`src/rtl/imsic_writer_pkg.sv`:
```
// ----------------------------------------------------------------------------
// imsic_writer_pkg
// Shared types and constants for the IMSIC MSI AXI writer.
//   wr_state_e : writer FSM states
//   msi_msg_t  : queued MSI message {file, id}. Fields are sized for the
//                largest supported configuration. Narrower ports are
//                zero-extended into them.
//   IMSIC_PAGE_SHIFT, AXI_RESP_OKAY, AXI_BURST_INCR, AXI_SIZE_4B
// ----------------------------------------------------------------------------
package imsic_writer_pkg;

    typedef enum logic [1:0] {
        IDLE,
        SEND,
        RESP
    } wr_state_e;

    localparam int MSI_FILE_W_MAX = 8;
    localparam int MSI_ID_W_MAX   = 16;

    typedef struct packed {
        logic [MSI_FILE_W_MAX-1:0] file;
        logic [MSI_ID_W_MAX-1:0]   id;
    } msi_msg_t;

    localparam int         IMSIC_PAGE_SHIFT = 12;
    localparam logic [1:0] AXI_RESP_OKAY    = 2'b00;
    localparam logic [1:0] AXI_BURST_INCR   = 2'b01;
    localparam logic [2:0] AXI_SIZE_4B      = 3'b010;

endpackage

```
`src/rtl/msi_msg_fifo.sv`:
```
// ----------------------------------------------------------------------------
// msi_msg_fifo
// Generic synchronous FIFO with full/empty flags. Data is shown at the head
// (data_o), and pop_i consumes it. A push while full is ignored, and so is a
// pop while empty.
// Ports:
//   clk_i, reset_l     clock, async active-low reset
//   push_i, data_i     write side
//   pop_i, data_o      read side (data_o valid when !empty_o)
//   full_o, empty_o    occupancy flags
// ----------------------------------------------------------------------------
module msi_msg_fifo #(
    parameter int WIDTH = 8,
    parameter int DEPTH = 2
) (
    input  logic             clk_i,
    input  logic             reset_l,
    input  logic             push_i,
    input  logic [WIDTH-1:0] data_i,
    input  logic             pop_i,
    output logic [WIDTH-1:0] data_o,
    output logic             full_o,
    output logic             empty_o
);

    localparam int PTR_W = (DEPTH > 1) ? $clog2(DEPTH) : 1;
    localparam int CNT_W = $clog2(DEPTH + 1);

    logic [WIDTH-1:0] mem_q [DEPTH];
    logic [PTR_W-1:0] wr_q, rd_q;
    logic [CNT_W-1:0] cnt_q;
    logic             do_push, do_pop;

    assign full_o  = (cnt_q == CNT_W'(DEPTH));
    assign empty_o = (cnt_q == '0);
    assign do_push = push_i & ~full_o;
    assign do_pop  = pop_i & ~empty_o;
    assign data_o  = mem_q[rd_q];

    always_ff @(posedge clk_i or negedge reset_l) begin
        if (!reset_l) begin
            wr_q  <= '0;
            rd_q  <= '0;
            cnt_q <= '0;
        end else begin
            if (do_push) wr_q <= (wr_q == PTR_W'(DEPTH - 1)) ? '0 : wr_q + 1'b1;
            if (do_pop)  rd_q <= (rd_q == PTR_W'(DEPTH - 1)) ? '0 : rd_q + 1'b1;
            cnt_q <= cnt_q + CNT_W'(do_push) - CNT_W'(do_pop);
        end
    end

    // Storage needs no reset: empty_o gates every use of data_o.
    always_ff @(posedge clk_i) begin
        if (do_push) mem_q[wr_q] <= data_i;
    end

endmodule

```
`src/rtl/imsic_msi_axi_writer.sv`:
```
// ----------------------------------------------------------------------------
// imsic_msi_axi_writer
// Turns each MSI message {file, id} into one single-beat AXI4 write of the id
// to the seteipnum_le register of the target IMSIC interrupt-file page. Only
// one write is outstanding at a time. Each message retires with a done_o
// pulse, and err_o marks a failed message (bad file index or non-OKAY B).
// Optional build macro: MSI_WRITER_FIFO_EN adds a FIFO_DEPTH-entry queue in
// front of the FSM so messages can be taken while a write is in flight.
// Ports:
//   clk_i, reset_l                     clock, async active-low reset
//   msi_valid_i/msi_ready_o            message handshake
//   msi_file_i, msi_id_i               message payload
//   done_o, err_o                      retire pulses
//   aw_*, w_*, b_*                     AXI4 write channels (master side)
// ----------------------------------------------------------------------------
module imsic_msi_axi_writer
    import imsic_writer_pkg::*;
#(
    parameter int          AXI_ADDR_WIDTH = 64,
    parameter int          AXI_DATA_WIDTH = 64,
    parameter int          AXI_ID_WIDTH   = 10,
    parameter int          AXI_ID         = 0,
    parameter int          NR_INTP_FILES  = 2,
    parameter logic [63:0] IMSIC_BASE     = 64'h0000_0000_2400_0000,
    parameter int          NR_SRC_LEN     = 11,
    parameter int          FIFO_DEPTH     = 2
) (
    input  logic                               clk_i,
    input  logic                               reset_l,
    input  logic                               msi_valid_i,
    output logic                               msi_ready_o,
    input  logic [$clog2(NR_INTP_FILES):0]     msi_file_i,
    input  logic [NR_SRC_LEN-1:0]              msi_id_i,
    output logic                               done_o,
    output logic                               err_o,
    output logic                               aw_valid_o,
    input  logic                               aw_ready_i,
    output logic [AXI_ADDR_WIDTH-1:0]          aw_addr_o,
    output logic [AXI_ID_WIDTH-1:0]            aw_id_o,
    output logic [7:0]                         aw_len_o,
    output logic [2:0]                         aw_size_o,
    output logic [1:0]                         aw_burst_o,
    output logic                               w_valid_o,
    input  logic                               w_ready_i,
    output logic [AXI_DATA_WIDTH-1:0]          w_data_o,
    output logic [AXI_DATA_WIDTH/8-1:0]        w_strb_o,
    output logic                               w_last_o,
    input  logic                               b_valid_i,
    output logic                               b_ready_o,
    input  logic [1:0]                         b_resp_i
);

    wr_state_e                state_q, state_d;
    logic [AXI_ADDR_WIDTH-1:0] addr_q, addr_d;
    logic [MSI_ID_W_MAX-1:0]  id_q, id_d;
    logic                     aw_vld_q, aw_vld_d;
    logic                     w_vld_q, w_vld_d;
    logic                     done_q, done_d;
    logic                     err_q, err_d;

    msi_msg_t                 msg_in, cur_msg;
    logic                     cur_vld, pop;
    logic [AXI_ADDR_WIDTH-1:0] page_addr;

    assign msg_in = '{file: MSI_FILE_W_MAX'(msi_file_i), id: MSI_ID_W_MAX'(msi_id_i)};

`ifdef MSI_WRITER_FIFO_EN
    logic fifo_full, fifo_empty;

    msi_msg_fifo #(
        .WIDTH ($bits(msi_msg_t)),
        .DEPTH (FIFO_DEPTH)
    ) u_fifo (
        .clk_i   (clk_i),
        .reset_l (reset_l),
        .push_i  (msi_valid_i),
        .data_i  (msg_in),
        .pop_i   (pop),
        .data_o  (cur_msg),
        .full_o  (fifo_full),
        .empty_o (fifo_empty)
    );

    assign msi_ready_o = ~fifo_full;
    assign cur_vld     = ~fifo_empty;
`else
    // Without the queue the FSM takes the message straight off the port, and
    // only while idle.
    assign msi_ready_o = (state_q == IDLE);
    assign cur_vld     = msi_valid_i;
    assign cur_msg     = msg_in;

    // FIFO_DEPTH only shapes the queued build. It is kept visible here so both
    // builds elaborate the same parameter set.
    if (FIFO_DEPTH < 1) begin : g_no_queue_depth
    end
`endif

    assign pop = (state_q == IDLE) & cur_vld;

    // The address add is AXI_ADDR_WIDTH wide and wraps silently on overflow.
    assign page_addr = AXI_ADDR_WIDTH'(IMSIC_BASE)
                     + (AXI_ADDR_WIDTH'(cur_msg.file) << IMSIC_PAGE_SHIFT);

    always_ff @(posedge clk_i or negedge reset_l) begin
        if (!reset_l) begin
            state_q  <= IDLE;
            addr_q   <= '0;
            id_q     <= '0;
            aw_vld_q <= 1'b0;
            w_vld_q  <= 1'b0;
            done_q   <= 1'b0;
            err_q    <= 1'b0;
        end else begin
            state_q  <= state_d;
            addr_q   <= addr_d;
            id_q     <= id_d;
            aw_vld_q <= aw_vld_d;
            w_vld_q  <= w_vld_d;
            done_q   <= done_d;
            err_q    <= err_d;
        end
    end

    always_comb begin
        state_d   = state_q;
        addr_d    = addr_q;
        id_d      = id_q;
        aw_vld_d  = aw_vld_q;
        w_vld_d   = w_vld_q;
        done_d    = 1'b0;
        err_d     = 1'b0;
        b_ready_o = 1'b0;
        unique case (state_q)
            IDLE: begin
                if (pop) begin
                    if (cur_msg.file >= MSI_FILE_W_MAX'(NR_INTP_FILES)) begin
                        // No such interrupt file: retire as failed without bus traffic.
                        done_d = 1'b1;
                        err_d  = 1'b1;
                    end else begin
                        addr_d   = page_addr;
                        id_d     = cur_msg.id;
                        aw_vld_d = 1'b1;
                        w_vld_d  = 1'b1;
                        state_d  = SEND;
                    end
                end
            end
            SEND: begin
                // AW and W retire independently and in any order.
                if (aw_ready_i) aw_vld_d = 1'b0;
                if (w_ready_i)  w_vld_d  = 1'b0;
                if (!aw_vld_d && !w_vld_d) state_d = RESP;
            end
            RESP: begin
                b_ready_o = 1'b1;
                if (b_valid_i) begin
                    done_d  = 1'b1;
                    err_d   = (b_resp_i != AXI_RESP_OKAY);
                    state_d = IDLE;
                end
            end
            default: state_d = IDLE;
        endcase
    end

    assign done_o     = done_q;
    assign err_o      = err_q;
    assign aw_valid_o = aw_vld_q;
    assign aw_addr_o  = addr_q;
    assign aw_id_o    = AXI_ID_WIDTH'(AXI_ID);
    assign aw_len_o   = 8'd0;
    assign aw_size_o  = AXI_SIZE_4B;
    assign aw_burst_o = AXI_BURST_INCR;
    assign w_valid_o  = w_vld_q;
    assign w_data_o   = AXI_DATA_WIDTH'(id_q);
    assign w_strb_o   = {{(AXI_DATA_WIDTH/8-4){1'b0}}, 4'hF};
    assign w_last_o   = 1'b1;

endmodule

```
`config.mk`:
```
export PLATFORM = sky130hd
export DESIGN_NAME = imsic_msi_axi_writer
export DESIGN_NICKNAME = d
export VERILOG_FILES = /design/src/rtl/imsic_writer_pkg.sv /design/src/rtl/msi_msg_fifo.sv /design/src/rtl/imsic_msi_axi_writer.sv
export SDC_FILE = /design/constraint.sdc
export NUM_CORES = 1
export LEC_CHECK = 0
export CAP_MARGIN = 20
export CORE_ASPECT_RATIO = 0.8
export CORE_MARGIN = 5
export CORE_UTILIZATION = 28
export DETAILED_ROUTE_END_ITERATION = 10
export GPL_TIMING_DRIVEN = 0
export PLACE_DENSITY = 0.91
export REMOVE_ABC_BUFFERS = 1
export SYNTH_ARGS = -nofsm -noshare
export SYNTH_HDL_FRONTEND = slang
export SYNTH_SLANG_ARGS = --single-unit
```
`constraint.sdc`:
```
create_clock -name clk_i -period 1.54 [get_ports clk_i]
set_input_delay 0.308 -clock clk_i [delete_from_list [all_inputs] [get_ports clk_i]]
set_output_delay 0.308 -clock clk_i [all_outputs]
set_load 0.005 [all_outputs]
```
Word-level counts from Yosys, hierarchy flattened:

Cells that the tools add are included.

* bits in registers: 81
* input bits: 21
* logic and storage cells: 46

* $add $sub $neg: 1
* order comparisons: 1
* eq/ne operators: 6
* mux-type cells: 20
* bitwise operators: 2
* reductions and logical operators: 9

Operators by type and width (count)
* $add A30 B14 Y31 const A: 1
* $mux W1: 11
* $mux W2: 4
* $pmux W1 S2: 4
* $ne A2 B2 Y1 const B: 3
* $pmux W2 S3: 1
* $reduce_and A3 Y1: 2
* $reduce_and A4 Y1: 1
* $reduce_bool A2 Y1: 2
* $eq A2 B1 Y1 const B: 1
* $eq A2 B2 Y1 const B: 1
* $ge A2 B2 Y1 const B: 1
* $logic_not A1 Y1: 2
* $logic_not A2 Y1: 1
* $ne A2 B1 Y1 const B: 1
* $and A1 B1 Y1: 1
* $logic_and A1 B1 Y1: 1
* $not A1 Y1: 1

Longest topological paths before layout:

* depth after elaboration: 6
* gate-level depth with buffers: 5
* gate-level depth less buffers: 3

Worst setup path before layout:

Ideal clock, no wire load.

* path type: register to register
* start point: register state_q[1]
* end point: register id_q[0]
* library setup time: 0.125 ns
* arrival: 1.324 ns
* slack: 0.091 ns
* cell stages (with the launch flop): 6
* buffers on the path: 2
* clock period less this slack: 1.449 ns
* path through: dfrtp_1 > nor3b_2 > nor2b_2 > buf_6 > buf_12 > mux2_4

* word-level cells in the longest chain between the ends: 3

Ends and longest elaborated chain
* start: declaration: line imsic_msi_axi_writer.sv:53 `wr_state_e state_q, state_d;`
* start signal: assignment: line imsic_msi_axi_writer.sv:115 `state_q <= state_d;`
* $logic_not A2 Y1 (*): line imsic_msi_axi_writer.sv:99, imsic_msi_axi_writer.sv:134
* $and A1 B1 Y1: line imsic_msi_axi_writer.sv:99 `assign pop = (state_q == IDLE) & cur_vld;`
* $reduce_and A3 Y1 (no line) (*)
* end signal: assignment: line imsic_msi_axi_writer.sv:117 `id_q <= id_d;`
* end: declaration: line imsic_msi_axi_writer.sv:55 `logic [MSI_ID_W_MAX-1:0] id_q, id_d;`

Every way passes the cells marked *; elsewhere a longest branch is shown, timed or not.
A chain may end at the register's enable or synchronous reset.

Worst setup path in the final report:

* start point: register state_q[1]
* end point: register id_q[4]

The elaborated chain is that of the path after synthesis.

==> impl_metrics.json <==
{
  "io_buffers": 41,
  "die_y_um": 84.5,
  "rsz0062_at_grt": "yes",
  "initial_core_util_pct": 28.5,
  "die_x_um": 103,
  "crit_cells": 5,
  "setup_slack_ns": -0.0269,
  "fmax_mhz": 638,
  "ant_nets": 0,
  "critical-path-top-delay-family": "flip-flops",
  "arrival_ns": 1.71,
  "synth_top_cell_by_area": "buf_4",
  "fin_skew_ns": 0.00458,
  "critPathKind": "flop to flop",
  "r2r_cells": 5,
  "cp_max_fo": 10,
  "cts-htree-levels": 1,
  "status": "finished, violations left",
  "drt-initial-drc-count": 14,
  "drv_slew": 0,
  "cp_num_buf_inv": 2,
  "cp_cell_sequence": "buf_6 -> nor3b_4 -> nor2b_4 -> buf_12 -> mux2_2",
  "drt_pass1_iterations": 4,
  "synth_area_leaders": "buf_4, dfrtp_1, mux2_4",
  "slowest_stage": "dfrtp_1",
  "fill_cells": 731,
  "drc_errors": 0,
  "post-route-min-period_ns": 1.57,
  "place_congestion": 0.697,
  "num_rows": 27,
  "vias": 999,
  "path_clk_slew_ns": 0.08,
  "p_per_area_nw_per_um2": 1270,
  "die_area_um2": 8720,
  "track_usage_pct": 6.79,
  "finalHoldWorstSlack_ns": 0.334,
  "antenna_found_initial": 0,
  "cellLeakagePower_nw": 1.09,
  "yosysSeqAreaShare_pct": 25.8,
  "grt_pass1_vias": 883,
  "grt_pass1_wl_mm": 4.60,
  "syn_area_um2": 1940,
  "maxCapViolations": 0,
  "synth_cell_types": 23,
  "ios": 187,
  "required_ns": 1.69,
  "finalCritPeriodShare_pct": 102,
  "hold_viol_final": 0,
  "violations": "setup timing",
  "startpoint_type": "flop",
  "worstSkewPairLatency_ns": 0.26,
  "area_delta_synth_final_pct": 4.31,
  "via_per_inst": 2.91,
  "drive_gt1_share_pct": 12.1,
  "min_path_type": "input port to asynchronous set/reset pin",
  "final_nets": 278,
  "n_antenna_cell": 0,
  "hpwlAfterDp_mm": 2.95,
  "setup_viol": 10,
  "total_power_mw": 2.57,
  "final_common_cell": "conb_1",
  "synth_top_area_share_pct": 56.4,
  "wire_per_inst_um": 10.4,
  "syn_inst": 208,
  "wl_mm": 3.55,
  "cts_buffers": 3,
  "grt_max_degree": 21,
  "clock_path_buffers": 2,
  "final_cell_mix": "conb_1, clkdlybuf4s50_1, dfrtp_1, mux2_4",
  "cts.sinks": 20,
  "synth_area_per_cell_um2": 9.34,
  "core_area_um2": 6820,
  "vdd_ir_drop_max_uv": 258,
  "ys_seq_elements": 20,
  "grt_overflow_total": 0,
  "cts_root_buf": "clkbuf_8",
  "ctsHoldBuffers": 0,
  "cts_tree": "built",
  "critical-path-max-stage-delay_ns": 0.43,
  "ys_warn_count": 0,
  "end_kind": "flop"
}
## cells in the mapped netlist
cell type / number
a21o_1: 2
a21oi_1: 4
a31o_2: 1
buf_12: 1
buf_2: 1
buf_4: 146
buf_6: 1
conb_1: 2
dfrtp_1: 20
inv_1: 3
mux2_2: 5
mux2_4: 7
nand2_1: 2
nand3_1: 1
nor2_1: 4
nor2b_1: 1
nor2b_2: 1
nor3b_2: 1
o211ai_1: 1
o21ai_0: 1
o22ai_1: 1
or2_2: 1
or3_1: 1
## per-stage QoR
| stage | TNS [ns] | instance area [µm²] | cells | worst slack (ns) | util, % |
|---|---|---|---|---|---|
| 2_1_floorplan | -1.82 | 1350 | 202 | -0.182 | - |
| 3_3_place_gp | -11.44 | 1870 | 330 | -0.842 | 27.4 |
| 3_5_place_dp | -12.93 | 1870 | 330 | -0.920 | 27.4 |
| 4_1_cts | 0 | 2000 | 341 | 0.00411 | 29.4 |
| 5_1_grt | -0.631 | 2030 | 343 | -0.0733 | 29.7 |
| 6_report | -0.145 | 2030 | 343 | -0.0269 | 29.7 |
## what timing repair did
| item | in CTS | in global routing |
|---|---|---|
| endpoints found under the hold margin | 0 | 0 |
| setup buffers | 7 | 1 |
| resized for setup | 8 | 0 |
| pin swaps | 1 | 0 |
| endpoints found under the setup margin | 17 | 12 |
## routing by layer
layer	routed length (µm)	GRT usage, %	share of wire, %	vias up
met5	0	0	0	-
met4	73	4.00	2.1	0
met3	380	1.74	11	6
met2	2140	13.3	60	65
met1	958	6.02	27	471
li1	-	-	-	457
## state kept, by name (all words and copies together) (netlist names)
register and count:
id_q 11, aw_addr_o 3, state_q 2, aw_valid_o 1, done_o 1, err_o 1, w_valid_o 1
## worst paths after layout
kind / startpoint / endpoint / slack [ns]
hold / removal: reset_l / id_q[5] / 0.33
setup / recovery: state_q[1] / id_q[4] / -0.03
max in group asynchronous: reset_l / id_q[0] / 0.77
min in group clk_i: aw_addr_o[13] / aw_addr_o[13] / 0.51
hold reg to reg: aw_addr_o[13] / aw_addr_o[13] / 0.51
setup reg to reg: state_q[1] / id_q[4] / -0.03
## power breakdown
part           internal, mW  total (mW)  switching (mW)
logic                 0.799        1.28           0.484
clock network         0.228       0.410           0.183
registers             0.757       0.881           0.125
## final cells by class
cell class / count / area (µm²) / area share (%)
timing repair buffer: 50 / 503 / 24.8
multi-input combinational: 179 / 847 / 41.8
clock buffer: 4 / 55.1 / 2.72
sequential: 20 / 502 / 24.8
inverter: 3 / 11.3 / 0.556
tap: 87 / 109 / 5.37
## kinds of logic (layout without fill, tap and decap cells)
| group | count (synthesis) | after routing | share of synthesized area [%] |
|---|---|---|---|
| buffers and inverters | 152 | 57 | 58.9 |
| flip-flops | 20 | 20 | 25.8 |
| multiplexers | 12 | 12 | 8.31 |
| AND/OR/NAND/NOR | 12 | 12 | 3.48 |
| AO/OA/AOI/OAI | 10 | 10 | 3.22 |
| other | 2 | 145 | 0.386 |
## worst register-to-register path: cells and delay by family (launching register included)
kind | cells | cell delay (ns)
flops | 1 | 0.43
simple gates | 2 | 0.41
mux | 1 | 0.33
buf+inv | 2 | 0.29
Power figures use the tool's default switching activity.
